**src/rtl/jtag_tap_master.sv**
```systemverilog
// Host-side JTAG TAP driver: walks the TAP through DR scans, IR scans and TAP resets.
// Optional macro JTAG_TAP_MASTER_TRST_EN adds an active-low trst_n output.
module jtag_tap_master #(
    parameter int CLK_DIV = 2
) (
    input  logic        clk,
    input  logic        reset_n,
    input  logic        cmd_valid,
    output logic        cmd_ready,
    input  logic [1:0]  cmd_type,
    input  logic [4:0]  cmd_len,
    input  logic [31:0] cmd_data,
    output logic        rsp_valid,
    input  logic        rsp_ready,
    output logic [31:0] rsp_data,
    output logic        tck,
    output logic        tms,
    output logic        tdi,
    input  logic        tdo
`ifdef JTAG_TAP_MASTER_TRST_EN
    ,
    output logic        trst_n
`endif
);

    typedef enum logic [2:0] {INIT, IDLE, PRE, SHIFT, POST, RESP} state_t;

    localparam logic [7:0] CNT_MAX = 8'(CLK_DIV - 1);

    state_t      state;
    logic [7:0]  cnt;
    logic [4:0]  idx;
    logic [1:0]  typ;
    logic [4:0]  len;
    logic [31:0] data;
    logic [5:0]  pre_pat;
    logic [2:0]  pre_last;

    // TMS pattern (bit0 first) and last cycle index of the lead-in for each command type
    always_comb begin
        pre_pat  = 6'b011111;
        pre_last = 3'd5;
        case (typ)
            2'd0: begin pre_pat = 6'b000001; pre_last = 3'd2; end
            2'd1: begin pre_pat = 6'b000011; pre_last = 3'd3; end
            default: ;
        endcase
    end

    always_ff @(posedge clk or negedge reset_n) begin
        if (!reset_n) begin
            state     <= INIT;
            cnt       <= '0;
            idx       <= '0;
            typ       <= '0;
            len       <= '0;
            data      <= '0;
            tck       <= 1'b0;
            tms       <= 1'b1;
            tdi       <= 1'b0;
            cmd_ready <= 1'b0;
            rsp_valid <= 1'b0;
            rsp_data  <= '0;
`ifdef JTAG_TAP_MASTER_TRST_EN
            trst_n    <= 1'b0;
`endif
        end else begin
            case (state)
                IDLE: begin
                    if (cmd_valid && cmd_ready) begin
                        typ       <= cmd_type;
                        len       <= cmd_len;
                        data      <= cmd_data;
                        cmd_ready <= 1'b0;
                        rsp_data  <= '0;
                        state     <= PRE;
                        idx       <= '0;
                        cnt       <= '0;
                        tms       <= 1'b1;
`ifdef JTAG_TAP_MASTER_TRST_EN
                        if (cmd_type[1]) trst_n <= 1'b0;
`endif
                    end
                end
                RESP: begin
                    if (!rsp_valid) begin
                        rsp_valid <= 1'b1;
                    end else if (rsp_ready) begin
                        rsp_valid <= 1'b0;
                        cmd_ready <= 1'b1;
                        state     <= IDLE;
                    end
                end
                default: begin
                    if (cnt != CNT_MAX) begin
                        cnt <= cnt + 8'd1;
                    end else begin
                        cnt <= '0;
                        tck <= ~tck;
                        if (!tck) begin
                            if (state == SHIFT) rsp_data[idx] <= tdo;
                        end else begin
                            // falling edge: set up tms/tdi for the next TCK cycle
                            case (state)
                                INIT: begin
                                    if (idx == 5'd5) begin
                                        state     <= IDLE;
                                        idx       <= '0;
                                        tms       <= 1'b0;
                                        cmd_ready <= 1'b1;
                                    end else begin
                                        idx <= idx + 5'd1;
                                        tms <= (idx < 5'd4);
`ifdef JTAG_TAP_MASTER_TRST_EN
                                        if (idx == 5'd4) trst_n <= 1'b1;
`endif
                                    end
                                end
                                PRE: begin
                                    if (idx == {2'b00, pre_last}) begin
                                        idx <= '0;
                                        if (typ[1]) begin
                                            state <= RESP;
                                            tms   <= 1'b0;
`ifdef JTAG_TAP_MASTER_TRST_EN
                                            trst_n <= 1'b1;
`endif
                                        end else begin
                                            state <= SHIFT;
                                            tms   <= (len == 5'd0);
                                            tdi   <= data[0];
                                        end
                                    end else begin
                                        idx <= idx + 5'd1;
                                        tms <= pre_pat[idx[2:0] + 3'd1];
                                    end
                                end
                                SHIFT: begin
                                    if (idx == len) begin
                                        state <= POST;
                                        idx   <= '0;
                                        tms   <= 1'b1;
                                        tdi   <= 1'b0;
                                    end else begin
                                        idx <= idx + 5'd1;
                                        tms <= ((idx + 5'd1) == len);
                                        tdi <= data[idx + 5'd1];
                                    end
                                end
                                POST: begin
                                    tms <= 1'b0;
                                    if (idx == 5'd1) begin
                                        state <= RESP;
                                        idx   <= '0;
                                    end else begin
                                        idx <= 5'd1;
                                    end
                                end
                                default: ;
                            endcase
                        end
                    end
                end
            endcase
        end
    end

endmodule

```
**config.mk**
```make
export PLATFORM = sky130hd
export DESIGN_NAME = jtag_tap_master
export DESIGN_NICKNAME = d
export VERILOG_FILES = /design/src/rtl/jtag_tap_master.sv
export SDC_FILE = /design/constraint.sdc
export NUM_CORES = 1
export LEC_CHECK = 0
export ABC_AREA = 1
export CAP_MARGIN = 20
export CORE_MARGIN = 1
export CORE_UTILIZATION = 55
export CTS_BUF_LIST = sky130_fd_sc_hd__clkbuf_8
export CTS_CLUSTER_DIAMETER = 80
export DETAILED_ROUTE_END_ITERATION = 16
export PLACE_DENSITY = 0.82
export SETUP_SLACK_MARGIN = 0.02
export SLEW_MARGIN = 20
export SYNTH_ARGS = -nofsm -noshare
export SYNTH_HDL_FRONTEND = slang
export SYNTH_SLANG_ARGS = --single-unit
```
**constraint.sdc**
```tcl
create_clock -name clk -period 2.35 [get_ports clk]
set_input_delay 0.235 -clock clk [delete_from_list [all_inputs] [get_ports clk]]
set_output_delay 0.235 -clock clk [all_outputs]
set_load 0.05 [all_outputs]
```
# == Word level (Yosys, flattened, before mapping) ==
# Index checks and enable logic that the tools add are counted.
# word_totals
regBits,92
latch_bits,0
ram_bits,0
mem_bits_ro,0
in_bits,44
output_inout_bits,37
wordCells,131
mem_count,0
# op_classes
addsub,3
multipliers,0
n_div,0
order_cmp,5
eq_ne,24
shifts,0
n_mux,61
bitwise_logic,4
reduce_logical,22
# op_table
op,count
2-to-1 mux 32 bit,4
one-hot mux 32 bit (2 select lines),1
bitwise mux 32 bit,1
2-to-1 mux 3 bit,10
2-to-1 mux 5 bit,6
2-to-1 mux 1 bit,23
one-hot mux 5 bit (2 select lines),2
one-hot mux 5 bit (4 select lines),1
2-to-1 mux 8 bit,2
one-hot mux 8 bit (2 select lines),1
"< comparator 5 x 6 -> 1 bit, second input constant",2
one-hot mux 3 bit (2 select lines),2
one-hot mux 3 bit (4 select lines),1
== test 5 bit,2
"inequality test 2 bit, second input constant",5
AND reduction 10 bit,1
AND reduction 5 bit,2
nonzero test 3 bit,3
"adder 8 x 1 -> 8 bit, second input constant",1
"inequality test 4 bit, second input constant",2
"inequality test 8 x 1 -> 1 bit, second input constant",1
AND reduction 7 bit,1
"== test 3 x 2 -> 1 bit, second input constant",2
"== test 3 bit, second input constant",2
30 further kinds,41

# == Depth between registers and ports, before layout ==
# Gate-level depths: netlist of run 1.
# logic_depth
depth_word,9
depth_mapped,15
mapped_depth_nobuf,14

# == Worst setup path after synthesis of run 1 ==
# No wires, ideal clock.
# synth_path
kind,register -> register
startpoint,register idx[0]
endpoint,register tms
setup_time_ps,58
arrival_time_ps,1910
required_ps,2292
slack_ps,382
path_stages_with_launch,16
path_buffers,1
period_less_slack_ps,1968
path_cell_list,dfrtp_1 clkbuf_2 clkinv_1 ha_1 clkinv_1 nand2_1 nand2_1 nor2_1 nand3_1 nor2_1 nand3_1 nand2_1 nand2_1 nand3_1 nand2_1 inv_1
# synth_between
elab_chain_cells,8
elab_cells_between_ends,16
classes_between,2 x add/sub; 1 x order compare; 4 x eq/ne; 9 x mux
# synth_lines
element,line_no,rtl
start: declaration,32,logic [4:0] idx;
start signal: assignment,112,idx <= idx + 5'd1;
start signal: assignment,134,idx <= idx + 5'd1;
start signal: assignment,145,idx <= idx + 5'd1;
adder 3 x 1 -> 3 bit,135,tms <= pre_pat[idx[2:0] + 3'd1];
binary-select mux 1 bit (select 3 bit),135,
2-to-1 mux 1 bit (implied by the code),135,
2-to-1 mux 1 bit,120,"if (idx == {2'b00, pre_last}) begin"
one-hot mux 1 bit (4 select lines) *,104,case (state)
2-to-1 mux 1 bit *,100,if (!tck) begin
2-to-1 mux 1 bit *,95,if (cnt != CNT_MAX) begin
one-hot mux 1 bit (2 select lines) *,68,case (state)
end signal: assignment,113,tms <= (idx < 5'd4);
end signal: assignment,130,tms <= (len == 5'd0);
end signal: assignment,135,
end: declaration,17,"output logic tms,"
# Mark *: on every way between the ends. The rest lies on a longest branch, timed or not. The select of a mux whose other input is x is not followed.
# A chain may end at the register's enable or synchronous reset.

# == Worst setup path after layout of run 1 ==
# layout_path
startpoint,register idx[0]
endpoint,register tdi
# layout_between
elab_chain_cells,5
elab_cells_between_ends,9
classes_between,1 x add/sub; 3 x eq/ne; 4 x mux; 1 x reduce/logical
# layout_lines
element,line_no,rtl
adder 5 x 1 -> 5 bit,147,tdi <= data[idx + 5'd1];
binary-select mux 1 bit (select 5 bit),147,
2-to-1 mux 1 bit (implied by the code),147,
2-to-1 mux 1 bit,139,if (idx == len) begin
one-hot mux 1 bit (2 select lines),104,
end signal: assignment,131,tdi <= data[0];
end signal: assignment,147,
end: declaration,18,"output logic tdi,"
# Several ways; a longest one is shown, not always the timed one. The select of a mux whose other input is x is not followed.

==> run metrics, run 1 <==
Overflow after GRT 0; r2r setup slk 0.17 ns; Synth Net Count 717; area delta synth->final 21.7%; clk buf depth 2; simple-gate portion of the synthesized area 25.3%; met2 usage roughly 44%; width of the chip 97.5 um; placed insts ~840; origin of the critical flop-to-flop path idx[0]$_DFFE_PN0P_; RD Place Congestion around 0.87; CTS clock-pin slew for the worst setup and hold paths 0.08 ns; Worst Setup Start Kind register; DRC Markers 0; biggest cell delay along the critical path 0.41 ns; Hold Path Class input pin to register; final instance area 6100 um2; P_int 0.00215 W; most frequent CP cell nand3_1; Synth Flop Type dfrtp_1; most common cell after layout, fill and taps aside nand2_1; Seq pwr share between 50% and 60%; Net Sw Power 0.000576 W; Initial Util 57.2%; GRT Overall Usage 26.6%; Core Area 8760 um2; CP Cell Sequence buf_6, ha_1, inv_1, nand2_1, nand2_1, inv_1, nand3_1, nand3_1, nand3_1, nand3_1, a21oi_1; power per standard cell area 446 nW/um2; Adder-Cell Fraction of Synth Area under 10%; CTS Buf Count 9; Final Setup Violations 0; worst hold start cmd_data[31]; register area share after synthesis a little under half; combinational fraction of design power around 4.0%; Post-synth EDFFs 0; largest net degree at the start of global routing 50; die height between 90 and 100 um; PortBufs 80; leakage power figure between 2 and 3 nW; drt wl/cell 13.8 um; synth warn 0; Arr. time, crit path 2.47 ns; number of cell rows 34; final worst-path cycle share 93.0%; Worst setup EP type register; CP max-delay cell dfrtp_1; mux contribution to synthesized area 0%; switching part of the total between 20% and 30%; Cell variety after synth 38; WS Path Type register to register; mapped cell area approximately 5000 um2; GRT busiest layer met2; Worst Reg-to-Reg Cells 11; Syn Area/Cell 7.53 um2; Worst-Skew Late Latency 0.36 ns; Rel. slew slack 60.3%; Pre-antenna DRT Iters 5; main combinational cell family by area after synthesis simple AND/OR/NAND/NOR gates; Post-CTS Repair Setup Buffers 0; Avg Vias per Cell 5.31; total clock sinks 92; worst r2r dst tdi$_DFFE_PN0P_; register bit total from synthesis 92; outcome completed; Final ANT Viol Nets 0; initial antenna violation count 0; clock tree from TritonCTS built; Synth Area in Compound Gates 16.1%; required time of the critical path 2.64 ns; clock root cell clkbuf_8; Max VDD drop 0.284 mV; Total Neg Setup Slack 0 ns; Final Hold Fails 0; final cell count without fillers 853; FMAX 0.458 GHz; Final Max Tran Viols 0; hold endpoint data[31]$_DFFE_PN0P_; RSZ-0062 raised after global routing no; layout cell share with drive strength beyond 1 7.25%; Final Skew 0.00697 ns; num ports 81; xor-xnor portion of the synthesized cell area 1.05%; GR Layer Usage met1 between 30 and 40%; hold-critical path depth 3; Placed Area about 5900 um2; Slew @ Worst Pin 0.596 ns; Post-synth ARST share 100%; NumNets Final 794; # diodes 0; vias in the first global route 4425; H-tree level count 3; Clk pwr share between 30% and 40%; 1st-iter DRT viols about 210; fin crit period 2.18 ns; hpwl dp 8.56 mm; Max FO, Critical Path 34; Routed WL approximately 12 mm; first-pass GRT wire length around 20 mm; max-cap violation count 0; cells after synthesis 666; most frequent cells in the layout nand2_1 (157), o21ai_0 (105), inv_1 (91); Die ar. 9500 um2; GR Util met3 roughly 4.5%; vias about 4500
[stage by stage]
step | total power [W] | hold WS (ns) | setup slack (ns) | util [%]
after global placement | 0.00172 | 0.270 | 0.180 | 67.3
after global routing | 0.00283 | 0.414 | 0.0277 | 69.6
after CTS | 0.00274 | 0.401 | 0.145 | 69.5
after detailed placement | 0.00172 | 0.278 | 0.164 | 67.3
final | 0.00272 | 0.404 | 0.165 | 69.6
after floorplan | 0.00161 | -0.0606 | 0.382 | -
[kinds of logic (layout without fill, tap and decap cells)]
logic type      count (synthesis)  count (layout)
compound gates                146             146
xor+xnor                        6               6
fa+ha+maj                       7               7
buf+inv                       121             200
flops                          92              92
simple gates                  294             294
[layout make-up]
type,count,area [um2]
fillers,735,2660
inverters,98,379
well taps,108,135
clock buffers,10,138
flip-flops and latches,92,2300
clock inverters,3,40.0
multi-input cells,453,2220
repair buffers,89,885
[flip-flops by register name, indices dropped and copies added, names as in the netlist]
name       count
tdi            1
typ            2
state          3
idx            5
cmd_ready      1
tck            1
rsp_valid      1
tms            1
rsp_data      32
data          32
cnt            8
len            5
[power by group through the flow]
stage / clock network, W / logic (W) / registers, W
3_5_place_dp: 0 / 0.000112 / 0.00161
4_1_cts: 0.00105 / 0.000113 / 0.00158
3_3_place_gp: 0 / 0.000109 / 0.00161
5_1_grt: 0.00113 / 0.000122 / 0.00158
2_1_floorplan: 0 / 0.00000144 / 0.00161
6_report: 0.00103 / 0.000110 / 0.00158
[worst max path at each step]
stage,from,end,slack [ns],cells after the start
detailed placement,idx[0]$_DFFE_PN0P_,tdi$_DFFE_PN0P_,0.16,11
global route,cnt[1]$_DFFE_PN0P_,rsp_data[14]$_DFFE_PN0P_,0.03,11
finish,idx[0]$_DFFE_PN0P_,tdi$_DFFE_PN0P_,0.17,11
global placement,idx[0]$_DFFE_PN0P_,tdi$_DFFE_PN0P_,0.18,11
CTS,cnt[1]$_DFFE_PN0P_,rsp_data[14]$_DFFE_PN0P_,0.15,11
floorplan,idx[0]$_DFFE_PN0P_,tms$_DFFE_PN1P_,0.38,15
[metal layers]
| layer | wire length (um) | share of wire (%) |
|---|---|---|
| met5 | 0 | 0 |
| met4 | 163 | 1.4 |
| met3 | 492 | 4.2 |
| met2 | 5800 | 49 |
| met1 | 5350 | 45 |
[worst max-delay path, delay by kind of cell (launching register included)]
family	cells	cell delay, ns
buffers and inverters	3	0.58
and+or+nand+nor	6	0.75
AOI/OAI and AO/OA	1	0.12
adders and majority gates	1	0.24
DFF	1	0.41
[repair_timing]
| item | CTS | global route |
|---|---|---|
| setup endpoints to repair | 0 | 24 |
| hold buffers | 1 | 0 |
| gates resized for setup | 0 | 7 |
| endpoints found under the hold margin | 43 | 0 |
[cell usage after synthesis, types with 3 or more instances]
| cell | count | area [um2] |
|---|---|---|
| nand3_1 | 35 | 175 |
| ha_1 | 7 | 87.6 |
| nor2_1 | 79 | 297 |
| clkbuf_1 | 7 | 26.3 |
| a2bb2oi_1 | 3 | 26.3 |
| buf_2 | 9 | 45.0 |
| o211ai_1 | 9 | 67.6 |
| nor3_1 | 5 | 25.0 |
| inv_2 | 4 | 15.0 |
| buf_6 | 3 | 33.8 |
| inv_1 | 91 | 342 |
| nand4_1 | 4 | 25.0 |
| nand2_1 | 157 | 589 |
| xor2_1 | 4 | 35.0 |
| dfrtp_1 | 91 | 2280 |
| a21oi_1 | 15 | 75.1 |
| o21ai_0 | 105 | 526 |
| o21ai_2 | 10 | 87.6 |
(Power assumes the default switching activity.)
==> run 2, diff against run 1 <==
- clock period: 2.35 -> 2.2 ns (I/O delays scaled with it)
==> run metrics, run 2 (synthesis gave the netlist of run 1 again) <==
outcome completed; 1st-iter DRT viols 257 (+21%); hpwl dp 8.73 mm (+2.0%); clock tree from TritonCTS built; Worst-Skew Late Latency 0.37 ns (about the same); Storage cell area 2300 um2 (unchanged); H-tree level count 3 (unchanged); die height 97.5 um (unchanged); Total Neg Setup Slack 0 ns (unchanged); Worst setup EP type register; most common cell after layout, fill and taps aside nand2_1; RD Place Congestion 0.893 (+2.4%); Final Hold Fails 0 (unchanged); fill count 732 (-0.41%); Routed WL 12.1 mm (+2.4%); Hold Path Class input pin to asynchronous set/reset pin; Slew @ Worst Pin 0.524 ns (-0.0713 ns); num ports 81 (unchanged); Final ANT Viol Nets 0 (unchanged); power per standard cell area 477 nW/um2 (+6.8%); Core Area 8760 um2 (unchanged); CTS Buf Count 9 (unchanged); Final Max Tran Viols 0 (unchanged); most frequent CP cell nand2_1; Overflow after GRT 0 (unchanged); GRT Overall Usage 26.9% (+0.34 points); most frequent cells in the layout nand2_1 (156), o21ai_0 (105), inv_1 (95); final worst slack 0.188 ns (+0.0224 ns); Seq pwr share 57.5% (-0.6 points); Clk pwr share 38.5% (+0.6 points); CTS clock-pin slew for the worst setup and hold paths 0.09 ns (about the same); switching part of the total 21.6% (+0.47 points); vias in the first global route 4482 (+1.3%); Die ar. 9500 um2 (unchanged); PortBufs 80 (unchanged); final worst-path cycle share 91.5% (-1.5 points); vias 4629 (+2.2%); Net Sw Power 0.000635 W (+10%); combinational fraction of design power 4.0% (about the same); clk buf depth 2 (unchanged); clock root cell clkbuf_8; Final Skew 0.0146 ns (+0.00762 ns); drt wl/cell 14.0 um (+1.3%); Rel. slew slack 64.9% (+4.6 points); largest net degree at the start of global routing 55 (+10%); pre-CTS setup slack 0.188 ns (+0.0239 ns); Avg Vias per Cell 5.37 (+1.1%); RSZ-0062 raised after global routing yes; CP max-delay cell dfrtp_1; Final Setup Violations 0 (unchanged); leakage power figure 2.80 nW (+1.4%); Worst Setup Start Kind register; layout cell share with drive strength beyond 1 7.69% (+0.44 points); Multi-input gate area 2220 um2 (+0.11%); required time of the critical path 2.51 ns (-0.13 ns); total clock sinks 92 (unchanged); CP Cell Sequence clkinv_1, ha_1, clkinv_1, nand2_1, nand2_1, nor2_1, nand3_1, nor2_1, nand3_1, nand2_1, nand2_1, nand3_1, nand2_1, inv_1; initial antenna violation count 0 (unchanged); r2r setup slk 0.19 ns (+0.02 ns); Arr. time, crit path 2.32 ns (-0.15 ns); WS Path Type register to register; area delta synth->final 22.9%; first-pass GRT wire length 20.7 mm (+1.9%); FMAX 0.497 GHz (+8.6%); NumNets Final 800 (+0.76%); P_int 0.00230 W (+7.2%); max-cap violation count 0 (unchanged); number of cell rows 34 (unchanged); Max VDD drop 0.292 mV (+2.8%); Buf/Inv on CP 3 (unchanged); largest registers data (32), rsp_data (32), cnt (8); Initial Util 57.2% (unchanged); Top delay family on crit path simple AND/OR/NAND/NOR gates; DRC Markers 0 (unchanged); biggest cell delay along the critical path 0.42 ns (about the same); # diodes 0 (unchanged); fin crit period 2.01 ns (-0.172 ns); Pre-antenna DRT Iters 5 (unchanged); width of the chip 97.5 um (unchanged); Max FO, Critical Path 9 (-74%)
==> run 2: cell types whose count changed in the layout (fill, tap and decap cells not counted), sizes merged <==
| cell | before | now |
|---|---|---|
| inv | 97 | 100 |
| buf | 9 | 15 |
==> run 2: power by group through the flow <==
stage | registers, W | clock network, W | logic (W)
5_1_grt | 0.00169 | 0.00120 | 0.000130
6_report | 0.00169 | 0.00113 | 0.000117
4_1_cts | 0.00169 | 0.00113 | 0.000121
3_3_place_gp | 0.00172 | 0 | 0.000117
2_1_floorplan | 0.00172 | 0 | 0.00000154
3_5_place_dp | 0.00172 | 0 | 0.000119
==> run 2: per-layer routing <==
| layer | part of all wire [%] | track usage, % | routed length, um |
|---|---|---|---|
| met1 | 46 | 35.9 | 5510 |
| met3 | 4.1 | 3.96 | 498 |
| met5 | 0 | 0 | 0 |
| met2 | 49 | 45.0 | 5860 |
| met4 | 1.8 | 9.50 | 214 |
==> run 2: area by class of cell <==
| cell class | count | share of cell area [%] |
|---|---|---|
| Clock inverter | 6 | 0.853 |
| Tap cell | 108 | 2.19 |
| Inverter | 98 | 6.01 |
| Multi-Input combinational cell | 453 | 36.1 |
| Sequential cell | 92 | 37.4 |
| Clock buffer | 10 | 2.23 |
| Timing Repair Buffer | 95 | 15.2 |
==> run 2: final timing paths <==
check                                     startpoint                    to  cells after the start
worst max-delay path              idx[0]$_DFFE_PN0P_       tms$_DFFE_PN1P_                     14
worst min-delay path                         reset_n    cnt[1]$_DFFE_PN0P_                      2
worst max register to register    idx[0]$_DFFE_PN0P_       tms$_DFFE_PN1P_                     14
worst min register to register  data[13]$_DFFE_PN0P_  data[13]$_DFFE_PN0P_                      2
max in group asynchronous                    reset_n       tms$_DFFE_PN1P_                      3
min in group clk                        cmd_data[27]  data[27]$_DFFE_PN0P_                      3
==> run 2: through the flow <==
stage | utilization [%] | cells | hold slack (ns) | instance area (um2) | power [W]
floorplan | - | 666 | -0.0756 | 5010 | 0.00173
global placement | 67.7 | 842 | 0.228 | 5940 | 0.00184
detailed placement | 67.7 | 842 | 0.231 | 5940 | 0.00184
CTS | 70.0 | 859 | 0.388 | 6140 | 0.00294
global route | 70.3 | 862 | 0.413 | 6160 | 0.00302
finish | 70.3 | 862 | 0.363 | 6160 | 0.00294
==> run 2: worst register-to-register path, cell delays in order, from the launching register on <==
cell and delay [ns]:
dfrtp_1 0.42, clkinv_1 0.18, ha_1 0.34, clkinv_1 0.24, nand2_1 0.13, nand2_1 0.05, nor2_1 0.08, nand3_1 0.07
nor2_1 0.11, nand3_1 0.08, nand2_1 0.06, nand2_1 0.05, nand3_1 0.07, nand2_1 0.05, inv_1 0.05
==> run 2: timing repair <==
action	CTS	global route
buffers inserted	0	3
hold buffers	1	0
gates resized for setup	0	2
setup endpoints to repair	0	13
hold endpoints to repair	38	0
==> run 3, diff against run 2 <==
- CAP_MARGIN: 20 -> not set
==> results of run 3 <==
No change in the layout: final DEF, timing and power equal those of run 2.
